===== src/rtl/rf_access_ctrl.sv =====
// rf_access_ctrl: request/response initiator for an NREG x WIDTH register-file cell array.
// Optional feature macro RF_FAST_READ_EN: read-only requests skip the WRITE state.
module rf_access_ctrl #(
  parameter int NREG  = 8,
  parameter int WIDTH = 8,
  parameter int AW    = 3
) (
  input  logic             Clk,
  input  logic             Rst,
  input  logic             req_valid,
  output logic             req_ready,
  input  logic             req_we,
  input  logic [AW-1:0]    req_waddr,
  input  logic [WIDTH-1:0] req_wdata,
  input  logic [AW-1:0]    req_raddr_a,
  input  logic [AW-1:0]    req_raddr_b,
  output logic             rsp_valid,
  input  logic             rsp_ready,
  output logic [WIDTH-1:0] rsp_data_a,
  output logic [WIDTH-1:0] rsp_data_b,
  output logic             rsp_err,
  output logic [NREG-1:0]  W,
  output logic [WIDTH-1:0] I,
  output logic [NREG-1:0]  Ra,
  output logic [NREG-1:0]  Rb,
  input  logic [WIDTH-1:0] Oa,
  input  logic [WIDTH-1:0] Ob,
  output logic [1:0]       fsm_state
);

  // Handshakes: a transfer happens on a rising edge where valid and ready are both 1;
  // valid never depends on ready, and response fields hold while rsp_valid waits.
  typedef enum logic [1:0] {IDLE = 2'd0, WRITE = 2'd1, READ = 2'd2, RESP = 2'd3} state_t;

  localparam logic [AW:0]     NREG_LIM = (AW + 1)'(NREG);
  localparam logic [NREG-1:0] ONE      = {{(NREG - 1){1'b0}}, 1'b1};

  state_t           state_q, state_d;
  logic             we_q;
  logic [AW-1:0]    waddr_q, raddr_a_q, raddr_b_q;
  logic [WIDTH-1:0] wdata_q;
  logic             wa_ok, ra_ok, rb_ok, err_c;

  function automatic logic in_range(input logic [AW-1:0] a);
    return ({1'b0, a} < NREG_LIM);
  endfunction

  assign wa_ok     = we_q & in_range(waddr_q);
  assign ra_ok     = in_range(raddr_a_q);
  assign rb_ok     = in_range(raddr_b_q);
  assign err_c     = (we_q & ~in_range(waddr_q)) | ~ra_ok | ~rb_ok;
  assign fsm_state = state_q;

  // Cell strobes are gated by Rst so a reset edge can never commit a write.
  always_comb begin
    state_d   = state_q;
    req_ready = 1'b0;
    rsp_valid = 1'b0;
    W         = '0;
    I         = '0;
    Ra        = '0;
    Rb        = '0;
    case (state_q)
      IDLE: begin
        req_ready = 1'b1;
        if (req_valid) begin
`ifdef RF_FAST_READ_EN
          state_d = req_we ? WRITE : READ;
`else
          state_d = WRITE;
`endif
        end
      end
      WRITE: begin
        if (!Rst) begin
          I = wdata_q;
          if (wa_ok) W = ONE << waddr_q;
        end
        state_d = READ;
      end
      READ: begin
        if (!Rst) begin
          if (ra_ok) Ra = ONE << raddr_a_q;
          if (rb_ok) Rb = ONE << raddr_b_q;
        end
        state_d = RESP;
      end
      RESP: begin
        rsp_valid = 1'b1;
        if (rsp_ready) state_d = IDLE;
      end
      default: state_d = IDLE;
    endcase
  end

  always_ff @(posedge Clk) begin
    if (Rst) begin
      state_q    <= IDLE;
      we_q       <= 1'b0;
      waddr_q    <= '0;
      wdata_q    <= '0;
      raddr_a_q  <= '0;
      raddr_b_q  <= '0;
      rsp_data_a <= '0;
      rsp_data_b <= '0;
      rsp_err    <= 1'b0;
    end else begin
      state_q <= state_d;
      if (state_q == IDLE && req_valid) begin
        we_q      <= req_we;
        waddr_q   <= req_waddr;
        wdata_q   <= req_wdata;
        raddr_a_q <= req_raddr_a;
        raddr_b_q <= req_raddr_b;
      end
      // An unselected port leaves its bus floating, so return zero instead of sampling it.
      if (state_q == READ) begin
        rsp_data_a <= ra_ok ? Oa : '0;
        rsp_data_b <= rb_ok ? Ob : '0;
        rsp_err    <= err_c;
      end
    end
  end

endmodule


===== config.mk =====
export PLATFORM = sky130hd
export DESIGN_NAME = rf_access_ctrl
export DESIGN_NICKNAME = d
export VERILOG_FILES = /design/src/rtl/rf_access_ctrl.sv
export SDC_FILE = /design/constraint.sdc
export NUM_CORES = 1
export LEC_CHECK = 0
export ABC_AREA = 1
export CAP_MARGIN = 20
export CELL_PAD_IN_SITES_DETAIL_PLACEMENT = 1
export CELL_PAD_IN_SITES_GLOBAL_PLACEMENT = 2
export CORE_MARGIN = 10
export CORE_UTILIZATION = 20
export CTS_CLUSTER_SIZE = 40
export DETAILED_ROUTE_END_ITERATION = 10
export PLACE_DENSITY = 0.82
export SYNTH_ARGS = -nofsm -noshare
export SYNTH_HDL_FRONTEND = slang
export SYNTH_SLANG_ARGS = --single-unit

===== constraint.sdc =====
create_clock -name Clk -period 2.05 [get_ports Clk]
set_input_delay 0.205 -clock Clk [delete_from_list [all_inputs] [get_ports Clk]]
set_output_delay 0.205 -clock Clk [all_outputs]
set_load 0.005 [all_outputs]

## Word-level counts from Yosys, hierarchy flattened

Index checks and enable logic that the tools add are counted.

| operators by class | value |
|---|---|
| add/sub/neg operators | 0 |
| $mul | 0 |
| divide/modulo/power cells | 0 |
| $lt $le $gt $ge | 0 |
| eq/ne operators | 5 |
| shift operators | 3 |
| mux-type cells | 14 |
| bitwise operators | 0 |
| reduce and logical (&&, ||, !) cells | 3 |

Operators with widths:

| kind | count |
|---|---|
| 2-to-1 mux 8 bit | 9 |
| left shift 1 x 3 -> 8 bit (first input constant) | 3 |
| one-hot mux 2 bit (4 select lines) | 1 |
| equality test 2 bit (second input constant) | 2 |
| 2-to-1 mux 2 bit | 2 |
| != test 2 bit (second input constant) | 2 |
| equality test 2 x 1 -> 1 bit (second input constant) | 1 |
| logical NOT 2 bit | 1 |
| 2-to-1 mux 1 bit | 2 |
| AND reduction 2 bit | 1 |
| logical AND 1 bit | 1 |

| word-level totals | value |
|---|---|
| register bits | 36 |
| bits in latches | 0 |
| memory bits (writable) | 0 |
| bits in read-only memories | 0 |
| logic and storage cells | 33 |
| memories | 0 |

## Logic depth before layout (Yosys ltp)

Gate-level depths: netlist of the first run.

| logic depth | value |
|---|---|
| depth in word-level cells | 4 |
| gate-level depth with buffers | 7 |
| mapped depth without buffers | 6 |

## Worst setup path after synthesis of the first run

Ideal clock, no wire load.

| timing path | value |
|---|---|
| kind | reg-to-output |
| from | reg state_q[0], in the netlist fsm_state[0] |
| to | out Ra[0] |
| arrival time | 1,030 ps |
| required time | 1,845 ps |
| setup slack | 815 ps |
| cell stages (with the launch flop) | 6 |
| buffers on the path | 1 |
| cells stage by stage | dfxtp_1 -> inv_1 -> ha_1 -> buf_4 -> nand3b_1 -> nor2_1 |

| between the ends | value |
|---|---|
| longest elaborated chain between the ends | 2 |

Ends and longest elaborated chain:

| element | line | text |
|---|---|---|
| start: declaration | 38 | `state_t state_q, state_d;` |
| start signal: assignment | 108 | `state_q <= state_d;` |
| equality test 2 bit | 63 | `case (state_q)` |
| 2-to-1 mux 8 bit | 63 |  |
| end: declaration | 24 | `output logic [NREG-1:0] Ra,` |

No other way between the ends.

## Worst setup path in the final report of the first run

| timing path | value |
|---|---|
| from | in Rst |
| to | out I[1] |

| between the ends | value |
|---|---|
| longest elaborated chain between the ends | 2 |

Ends and longest elaborated chain:

| element | line | text |
|---|---|---|
| start: declaration | 9 | `input logic Rst,` |
| 2-to-1 mux 8 bit | 75 | `if (!Rst) begin` |
| 2-to-1 mux 8 bit | 63 |  |
| end: declaration | 23 | `output logic [WIDTH-1:0] I,` |

No other way between the ends.

==> results.toml, run 1 <==
[detailed_routing]
ant_nets = 0
drt_pass1_iterations = 3
vias_per_cell = 4.19
drt_wl_total_um = 6000
drt_first_iter_violations = 18
wl_per_cell_um = 14.0
drc = 0
dr_total_vias = 1789

[cts]
clk_path_buf_depth = 2
cts_tree = "built"
numCtsBuffers = 5
cts_sinks = 36
clk_latency_ns = 0.28
ctsHoldBuffers = 0
ctsHtreeMaxLevel = 2
cts-root-buf = "clkbuf_8"
clk_pin_slew_ns = 0.07

[timing]
finalCritPeriodShare_pct = 93.5
finalHoldViolCount = 0
slew_violations = 0
fin_tns_setup_ns = 0
min_period_ns = 1.92
rsz0062_at_grt = "no"
max_freq_mhz = 522
slew_headroom_pct = 64.9
setup_viol = 0
fin_skew_ns = 0.00357
fin_ws_ns = 0.132
worstMarginPinSlew_ns = 0.526

[synth]
yosysTopAreaCell = "dfxtp_1"
synth_fp_nets = 277
syn_area_per_cell_um2 = 6.99
netlist_area_mm2 = 0.00164
seq_area_frac_synth_pct = 43.9
synth_edf_count = 0
yosys_most_used_dff = "dfxtp_1"
ys_warn_count = 0
ys_top_cells_by_count = "nor2_1 (92), dfxtp_1 (36), nand2_1 (25), o21ai_0 (20), o21ai_1 (14)"
post-synth-top-count-cell = "nor2_1"
async_flop_share_pct = 0
synth_seq_cells = 36
syn_inst = 235
synth.distinct_cells = 19
synthTopCellsByArea = "dfxtp_1 (44%), nor2_1 (21%), o21ai_0 (6.1%)"
synth_top_area_share_pct = 43.9

[placed_design]
portBuffers = 89
pre_cts_ws_ns = 0.113
placed_cells = 417
place_congestion = 0.712
place_area_mm2 = 0.00258
dpl.hpwl_um = 4800

[global_route]
grt_usage_pct = 9.58
grt_pass1_vias = 1955
grt_max_degree = 26
grt_pass1_wl_um = 9960
antenna_found_initial = 0
grt.overflow.total = 0

[power_and_ir_drop]
power_density_mw_per_mm2 = 1010
vdd_ir_drop_max_mv = 0.401
leakage_nw = 1.10

[worst_setup_path]
required_ns = 1.85
crit_family = "buffers and inverters"
cpPeakStageDelay_ns = 0.52
startpoint_type = "input pin"
path_common_cell = "clkdlybuf4s50_1"
critPathLaunch = "Rst"
reg2reg_depth = 6
critPathSlowestCell = "clkdlybuf4s50_1"
arrival_ns = 1.71
critPathBufInv = 4
timing.rr.end = "rsp_data_b[5]"
worstSetupEndpointType = "primary output"
timing.rr.start = "fsm_state[0]"
rrSetupSlack_ns = 0.55
critPathKind = "input pin to primary output"
cp_max_fo = 14
cp.depth = 6
crit_end = "I[1]"
cp_cell_sequence = "clkdlybuf4s50_1 > inv_4 > buf_6 > nand2_1 > nor2_1 > clkdlybuf4s50_1"

[run]
drv_cap = 0

[finish]
fillers = 989
drive_gt1_share_pct = 8.62
postLayoutCellArea_mm2 = 0.00272
fin_cells = 427
multi_input_area_um2 = 802
nets = 366
final_util_pct = 34.7
antenna_cells = 0
seq_area_um2 = 726
area_growth_pct = 65.8

[floorplan]
start_util_pct = 20.9
fp.dieH_um = 111
core_area_mm2 = 0.00785
dieArea_mm2 = 0.0122
fp-row-count = 32
die_w_um = 111
io_pins = 91

[hold_path]
hp-class = "register to register"

[outcome]
status = "completed"
cells in the final DEF (no fill, tap or decap), drive strengths merged:
master         Yosys  routed
nand3b             3       3
dfxtp             36      36
clkbuf             1      11
nand3              4       4
buf               11       5
ha                 4       4
inv               15      15
o21ai             34      34
nor2              92      92
dlymetal6s2s       0       1
dlygate4sd2        0       4
conb               1       1
nand2             26      26
clkdlybuf4s50      0      81
a21oi              8       8
cell type report:
class | count | area share, %
timing repair buffer | 94 | 33.6
sequential | 36 | 26.6
tap | 102 | 4.69
clock buffer | 8 | 3.31
inverter | 15 | 2.34
multi-input combinational | 172 | 29.4
power by group:
group	switching, mW	internal [mW]	leakage (nW)	total [mW]
logic	0.603	0.557	0.754	1.16
clock network	0.246	0.274	0.0455	0.520
registers	0.138	0.924	0.298	1.06
worst min path at each step:
| stage | start | to | slack (ns) | cells after the start |
|---|---|---|---|---|
| floorplan | Oa[3] | rsp_data_a[3] | 0.34 | 2 |
| global placement | wdata_q[4] | wdata_q[4] | 0.47 | 2 |
| detailed placement | wdata_q[0] | wdata_q[0] | 0.48 | 2 |
| CTS | wdata_q[0] | wdata_q[0] | 0.50 | 2 |
| global route | Oa[0] | rsp_data_a[0] | 0.51 | 3 |
| finish | wdata_q[6] | wdata_q[6] | 0.49 | 2 |
flip-flops by register name, indices dropped and copies added (netlist names):
signal and flops:
rsp_data_a 8, raddr_a_q 3, raddr_b_q 3, rsp_data_b 8, fsm_state 2, wdata_q 8, waddr_q 3, wa_ok 1
tightest hold or removal path, cell delays in order (launching register included):
cell	delay (ns)
dfxtp_1	0.33
nor2_1	0.05
nor2_1	0.08
timing repair:
item,4_1_cts,5_1_grt
gates resized for setup,14,17
gates cloned,0,0
setup endpoints to repair,24,23
buffers inserted,2,0
pin swaps,2,2
routing by layer:
layer	track usage (%)	up-vias	wire length [um]
li1	-	910	-
met1	10.7	819	2630
met2	16.1	58	2820
met3	4.70	2	538
met4	1.81	0	9
met5	0	-	0
kinds of logic after synthesis:
logic type                 count (synthesis)  share of synthesized area [%]
buffers and inverters                     27                           10.1
AOI/OAI and AO/OA                         42                           12.8
DFF                                       36                           43.9
adders and majority gates                  4                           3.05
other                                      1                          0.228
and+or+nand+nor                          125                           30.0
metrics by stage:
stage / hold slack [ns] / power, mW
after global routing: 0.508 / 3.01
after floorplan: 0.340 / 1.68
after detailed placement: 0.478 / 2.22
final: 0.491 / 2.74
after CTS: 0.495 / 2.78
after global placement: 0.468 / 2.18
No activity file was read; power rests on OpenSTA's default activity.
==> run 2, diff against run 1 <==
CORE_UTILIZATION = 19   (was 20)
PLACE_DENSITY = 0.79   (was 0.82)
clock period = 2.1 ns   (was 2.05 ns; I/O delays follow)
==> run 2 against run 1 <==
Critical path depth grew 1. Critical path type is now register to primary output. Combinational power shrank 3%. Utilization shrank 1.2 points. Wire length shrank 0.22%. First-iteration DRC count grew 100%. Highest routed layer unchanged. Cell count grew 0.70%. Sequential power is essentially flat. Die area grew 4.3%. Via count shrank 2.0%. Non-clock buffer count is the same. Sequential share of layout area shrank 0.63 points. Critical endpoint is now W[1].
==> results.toml, run 2 (synthesis results as in run 1) <==
[floorplan]
fp.dieH_um = 113
start_util_pct = 19.8
die_w_um = 113
fp-row-count = 33
core_area_mm2 = 0.00830
io_pins = 91
dieArea_mm2 = 0.0128

[detailed_routing]
dr_total_vias = 1754
drc = 0
drt_pass1_iterations = 4
wl_per_cell_um = 13.9
ant_nets = 0
drt_wl_total_um = 5990
vias_per_cell = 4.08
drt_first_iter_violations = 36

[cts]
ctsHoldBuffers = 0
ctsHtreeMaxLevel = 2
numCtsBuffers = 5
clk_path_buf_depth = 2
cts-root-buf = "clkbuf_8"
cts_sinks = 36
clk_pin_slew_ns = 0.07
clk_latency_ns = 0.28
cts_tree = "built"

[finish]
area_growth_pct = 69.2
antenna_cells = 0
fin_cells = 430
fillers = 1026
nets = 366
reg.largest.list = "rsp_data_a x8, rsp_data_b x8, wdata_q x8"
final_util_pct = 33.5
mostFrequentLayoutCell = "nor2_1"
multi_input_area_um2 = 787
seq_area_um2 = 723
final_cell_mix = "nor2_1 (91), clkdlybuf4s50_1 (84), dfxtp_1 (34), nand2_1 (25), o21ai_0 (20)"
drive_gt1_share_pct = 7.38
postLayoutCellArea_mm2 = 0.00278

[placed_design]
pre_cts_ws_ns = 0.182
portBuffers = 89
place_congestion = 0.708
dpl.hpwl_um = 4740
placed_cells = 421
place_area_mm2 = 0.00260

[global_route]
antenna_found_initial = 0
grt_max_degree = 33
grt.overflow.total = 0
grt_usage_pct = 9.27
grt_pass1_vias = 1908
grt_pass1_wl_um = 9820

[timing]
min_period_ns = 2.01
worstMarginPinSlew_ns = 0.518
holdWs_ns = 0.489
fin_tns_setup_ns = 0
finalCritPeriodShare_pct = 95.8
max_freq_mhz = 497
finalHoldViolCount = 0
setup_viol = 0
fin_ws_ns = 0.0875
slew_headroom_pct = 65.4
fin_skew_ns = 0.00659
slew_violations = 0

[worst_setup_path]
timing.rr.start = "fsm_state[0]"
cpPeakStageDelay_ns = 0.51
timing.rr.end = "rsp_data_a[3]"
cp_cell_sequence = "inv_1 > ha_1 > inv_2 > nor2_4 > nand3b_1 > nor2_1 > clkdlybuf4s50_1"
startpoint_type = "register"
crit_family = "buffers and inverters"
critPathLaunch = "fsm_state[1]"
critPathSlowestCell = "clkdlybuf4s50_1"
arrival_ns = 1.80
critPathKind = "register to primary output"
cp.depth = 7
cp_max_fo = 5
reg2reg_depth = 6
required_ns = 1.89
worstSetupEndpointType = "primary output"
crit_end = "W[1]"
rrSetupSlack_ns = 0.62
critPathBufInv = 3

[power_and_ir_drop]
power.total_mw = 2.82
leakage_nw = 1.17
power_density_mw_per_mm2 = 1020
vdd_ir_drop_max_mv = 0.411

[outcome]
status = "completed"

[run]
drv_cap = 0

[hold_path]
hp-class = "register to register"
-- run 2: cell count changes in the layout (fill, tap and decap cells not counted), moves of 2 or more --
cell / delta
clkbuf_1: -2
inv_4: -2
dlymetal6s2s_1: +4
clkbuf_2: -3
clkdlybuf4s50_1: +3
dlygate4sd2_1: -4
-- run 2: what timing repair did --
action | CTS | global route
pin swaps | 1 | 3
endpoints found under the setup margin | 19 | 20
setup buffers | 0 | 1
resized for setup | 4 | 10
-- run 2: per-layer routing --
metal,vias up,routed length (um),share of wire [%],track usage (%)
li1,911,-,-,-
met1,783,2700,45,10.7
met2,54,2720,45,15.2
met3,6,520,8.7,4.23
met4,0,50,0.84,2.54
met5,-,0,0,0
-- run 2: worst min-delay path: stages, from the launching register on --
cell and delay (ns):
dfxtp_1 0.33, nor2_1 0.05, nor2_1 0.08
-- run 2: report_power, final --
part	leakage [nW]	switching [mW]	internal [mW]
sequential	0.297	0.137	0.898
combinational	0.809	0.573	0.545
clock	0.0645	0.250	0.419
total	1.17	0.960	1.86
-- run 2: cell type report --
class | count | share of cell area, %
multi-input cells | 172 | 28.3
clock inverters | 1 | 1.08
repair buffers | 94 | 34.3
well taps | 105 | 4.73
inverters | 15 | 2.12
clock buffers | 7 | 3.47
flip-flops and latches | 36 | 26.0
-- run 2: worst min-delay path by stage --
stage,from,end,cells after the start
4_1_cts,wdata_q[6],wdata_q[6],2
3_3_place_gp,wdata_q[0],wdata_q[0],2
5_1_grt,Oa[7],rsp_data_a[7],3
6_report,wdata_q[2],wdata_q[2],2
3_5_place_dp,wdata_q[6],wdata_q[6],2
2_1_floorplan,Oa[3],rsp_data_a[3],2
==> patch 1: new RTL, flow settings as in run 1 <==
Make the reset (`Rst`) asynchronous in one clocked block.
--- a/src/rtl/rf_access_ctrl.sv
+++ b/src/rtl/rf_access_ctrl.sv
@@ -93,7 +93,7 @@
     endcase
   end
 
-  always_ff @(posedge Clk) begin
+  always_ff @(posedge Clk or posedge Rst) begin
     if (Rst) begin
       state_q    <= IDLE;
       we_q       <= 1'b0;
Check against the original RTL: differs if Rst is asserted again (counterexample within 4 cycles, from zero or initial values and one cycle with Rst high); with Rst held inactive, the same outputs for 10 cycles.
==> patch 1 against run 1 <==
- via count is 3.2% lower
- clock power is 1% lower
- register-to-register slack worse by 140 ps
- clock skew is 0.60 ps higher
- area after synthesis is 3.4% higher
- cell area is 7.7% higher
- power is 30% higher
- sequential cell count stayed put
- cell count is 0.70% lower
- synthesized cell count is 6.8% lower
- fmax is 2.1% lower
- setup slack worse by 42 ps
- worst hold slack worse by 270 ps
- wire length is 2.8% higher
- largest cell class unchanged
- highest routed layer unchanged
==> patch 1: results <==
group,metric,value,unit
clock_tree,cts_resized,11,
logic_synthesis,synthTopCellsByArea,"dfrtp_1, nand2_1, nor2_1, a21oi_1, inv_1",
detailed_routing,drtIter0Drc,29,
global_route,use_met3,3.57,%
logic_synthesis,synth-edff-count,0,
logic_synthesis,ys_top_cells_by_count,"nand2_1, nor2_1, dfrtp_1, inv_1, a21oi_1",
logic_synthesis,synthArstFlopShare,100,%
logic_synthesis,synth-adder-area-share,2.95,%
global_route,track_usage,9.62,%
detailed_routing,firstDrtPassIters,4,
power_and_ir_drop,leakagePower,1.58,nW
placement,port_buffers,89,
critical_path,reg2reg_from,"fsm_state[1]",
global_route,met2_usage,16.8,%
detailed_routing,met2_length,3.15,mm
sta,finalClockSkew,4.17,ps
layout,buffer_area_share,33.7,%
detailed_routing,wl_met3,459,um
detailed_routing,drt-wirelength-per-cell,14.5,um
logic_synthesis,synth-compound-area-share,4.72,%
global_route,grt_max_degree,35,
detailed_routing,met1Wirelength,2.46,mm
placement,place_inst,412,
layout,nets,360,
logic_synthesis,ys_types,16,
clock_tree,clk_pin_slew,70,ps
logic_synthesis,yosys.area_share.xor_xnor,0,%
logic_synthesis,yosys_warnings,0,
logic_synthesis,synthCells,219,
hold_path,hold_class,"in -> async",
layout,drive_gt1_share,10.7,%
clock_tree,cts_setup_buffers,5,
clock_tree,clockBufferDepth,2,
placement,dp_hpwl,4.86,mm
layout,stdcell_count,424,
global_route,grt_pass1_vias,1910,
layout,clock_area_share,3.07,%
logic_synthesis,synth-seq-area-share,53.1,%
critical_path,reg2reg_to,"fsm_state[0]",
detailed_routing,vias,1732,
detailed_routing,routed.top_layer,"met4",
global_route,grtUsageMet1,10.5,%
layout,nFillCells,1009,
layout,seq_share,30.7,%
run_status,status,"complete, no violations",
global_route,grt_pass1_wl,9.98,mm
layout,signal_buffers,99,
placement,dp_slack,12.2,ps
placement,place_congestion,0.750,
sta,hold_slack,217,ps
logic_synthesis,syn_nets,261,
critical_path,worst_r2r_path_depth,8,
sta,fmax,0.510,GHz
layout,comb.multi_input.count,153,
critical_path,reg2reg_setup_slack,410,ps
power_and_ir_drop,ir_drop,0.413,mV
layout,n_all_inverters,23,
layout,n_antenna_cell,0,
layout,multi_input_area,736,um2
[patch 1: changes by cell type after synthesis, moves of 8 or more]
cell and change:
nor2_1 -48, o21ai_0 -20, inv_1 +9, dfxtp_1 -36
dfrtp_1 +36, a21oi_1 +8, o21ai_1 -14, nand2_1 +48
[patch 1: power breakdown]
part / total (mW) / internal, mW / switching (mW) / leakage, nW
sequential: 1.25 / 1.06 / 0.193 / 0.418
combinational: 1.81 / 0.881 / 0.924 / 1.12
clock: 0.515 / 0.274 / 0.241 / 0.0455
[patch 1: metrics by stage]
step | cell area [um2] | util, %
after CTS | 2870 | 34.7
after floorplan | 1700 | -
after global routing | 2930 | 35.5
final | 2930 | 35.5
after detailed placement | 2710 | 32.8
after global placement | 2710 | 32.8
[patch 1: worst max path at each step]
stage,end,cells past startpoint
6_report,Ra[1],5
4_1_cts,W[1],5
5_1_grt,Ra[1],5
2_1_floorplan,I[0],3
3_3_place_gp,I[6],5
3_5_place_dp,W[2],5
==> patch 2: new RTL, flow settings as in run 1 <==
Without the edit above. `AW`: 3 -> 4.
--- a/src/rtl/rf_access_ctrl.sv
+++ b/src/rtl/rf_access_ctrl.sv
@@ -3,7 +3,7 @@
 module rf_access_ctrl #(
   parameter int NREG  = 8,
   parameter int WIDTH = 8,
-  parameter int AW    = 3
+  parameter int AW    = 4
 ) (
   input  logic             Clk,
   input  logic             Rst,
Ports: changed (resized req_raddr_a, req_raddr_b and req_waddr); port bits go from 91 to 94. No check against the original RTL was run, so the function may have changed too.
==> patch 2 against run 1 <==
- area after synthesis rose by 7.8%
- critical endpoint is now Rb[3]
- combinational power rose by 3%
- sequential cell count up 4
- first-iteration DRC count rose to 3.9 times the old value
- register-to-register slack lost 220 ps
- clock power up 5.4%
- critical path type is now reg -> out
- worst hold slack got worse by 36 ps
- cell area is 12% higher
- synthesized cell count grew 8.5%
- setup slack better by 3.7 ps
- wire length increased by 11%
- power rose by 5.4%
==> patch 2: results <==
group,metric,value,unit
global_route,grt_pass1_vias,2095,
detailed_routing,vias,1976,
detailed_routing,wl_met3,683,um
layout,multi_input_area,875,um2
critical_path,crit_path_max_fanout,4,
logic_synthesis,ys_top_cells_by_count,"nand2_1, nor2_1, dfxtp_1, o21ai_0, nand3_1",
placement,place_congestion,0.744,
critical_path,endpoint,"Rb[3]",
power_and_ir_drop,leakagePower,1.51,nW
power_and_ir_drop,powerDensity,950,nW/um2
detailed_routing,met1Wirelength,2.95,mm
detailed_routing,met2_length,3.01,mm
detailed_routing,drt-wirelength-per-cell,14.2,um
critical_path,cp-startpoint,"fsm_state[0]",
layout,comb.multi_input.count,185,
global_route,grt_pass1_wl,10.7,mm
placement,port_buffers,93,
sta,slew_headroom,77.9,%
logic_synthesis,synthTopCellsByArea,"dfxtp_1, nand2_1, nor2_1, o21ai_0, nand3_1",
layout,n_all_inverters,21,
placement,dpl_cell_area,2850,um2
logic_synthesis,syn_nets,301,
critical_path,reg2reg_setup_slack,330,ps
detailed_routing,firstDrtPassIters,4,
layout,nets,408,
logic_synthesis,synth-seq-area-share,45.2,%
layout,signal_buffers,109,
clock_tree,cts_resized,35,
global_route,met2_usage,15.8,%
layout,regArea,806,um2
global_route,grt_max_degree,25,
global_route,use_met3,5.50,%
placement,dp_hpwl,5.17,mm
layout,clock_area_share,2.96,%
detailed_routing,drtIter0Drc,71,
logic_synthesis,synth-seq-cells,40,
logic_synthesis,synthArstFlopShare,0,%
layout,buffer_area_share,34.7,%
global_route,track_usage,9.94,%
layout,drive_gt1_share,11.0,%
logic_synthesis,ys_types,16,
hold_path,hold_class,"in -> reg",
critical_path,reg2reg_to,"wdata_q[3]",
critical_path,worst_r2r_path_depth,7,
clock_tree,cts_setup_buffers,4,
power_and_ir_drop,ir_drop,0.317,mV
global_route,grtUsageMet1,11.6,%
run_status,status,"complete, no violations",
floorplan,die_x,114,um
sta,finalClockSkew,4.06,ps
patch 2: changes by cell type after synthesis, moves of 4 or more:
cell             run 1  this run
nand2_1             25        61
nor2_1              92        60
nand3_1              4        21
o21ai_1             14         0
a21oi_1              8        13
clkbuf_1             0         5
inv_1               12        17
buf_4                5         1
dfxtp_1             36        40
patch 2: kinds of logic (layout without fill, tap and decap cells):
family / count (synthesis) / count (layout) / share of synthesized area (%)
simple gates: 145 / 145 / 33.9
flops: 40 / 40 / 45.2
fa+ha+maj: 5 / 5 / 3.53
compound gates: 35 / 35 / 9.89
buf+inv: 30 / 138 / 7.49
patch 2: stage by stage:
stage	TNS (ps)	hold slack, ps	cells	worst slack (ps)	total power [mW]
2_1_floorplan	0	308	255	595	1.70
3_3_place_gp	0	454	456	69.3	2.27
3_5_place_dp	0	459	456	27.7	2.31
4_1_cts	0	443	468	7.99	2.93
5_1_grt	-2.75	443	471	-2.75	3.16
6_report	0	455	471	136	2.89
patch 2: worst min-delay path by stage:
stage | start | endpoint | slack, ps | cells past startpoint
6_report | Ob[4] | rsp_data_b[4] | 460 | 3
5_1_grt | Ob[5] | rsp_data_b[5] | 440 | 3
4_1_cts | Oa[0] | rsp_data_a[0] | 440 | 3
3_5_place_dp | rsp_data_b[7] | rsp_data_b[7] | 460 | 2
3_3_place_gp | raddr_b_q[2] | raddr_b_q[2] | 450 | 2
2_1_floorplan | Oa[0] | rsp_data_a[0] | 310 | 2
patch 2: critical path, cell delays in order (launching register included):
cell and delay (ps):
dfxtp_2 340, inv_2 80, ha_4 160, inv_2 70, nor3_4 190, nand2_2 110, buf_4 150, nor2_1 70
dlygate4sd2_1 250
patch 2: power breakdown:
part | switching, mW | internal, mW
clock network | 0.273 | 0.275
logic | 0.623 | 0.576
registers | 0.142 | 1.00
total | 1.04 | 1.85
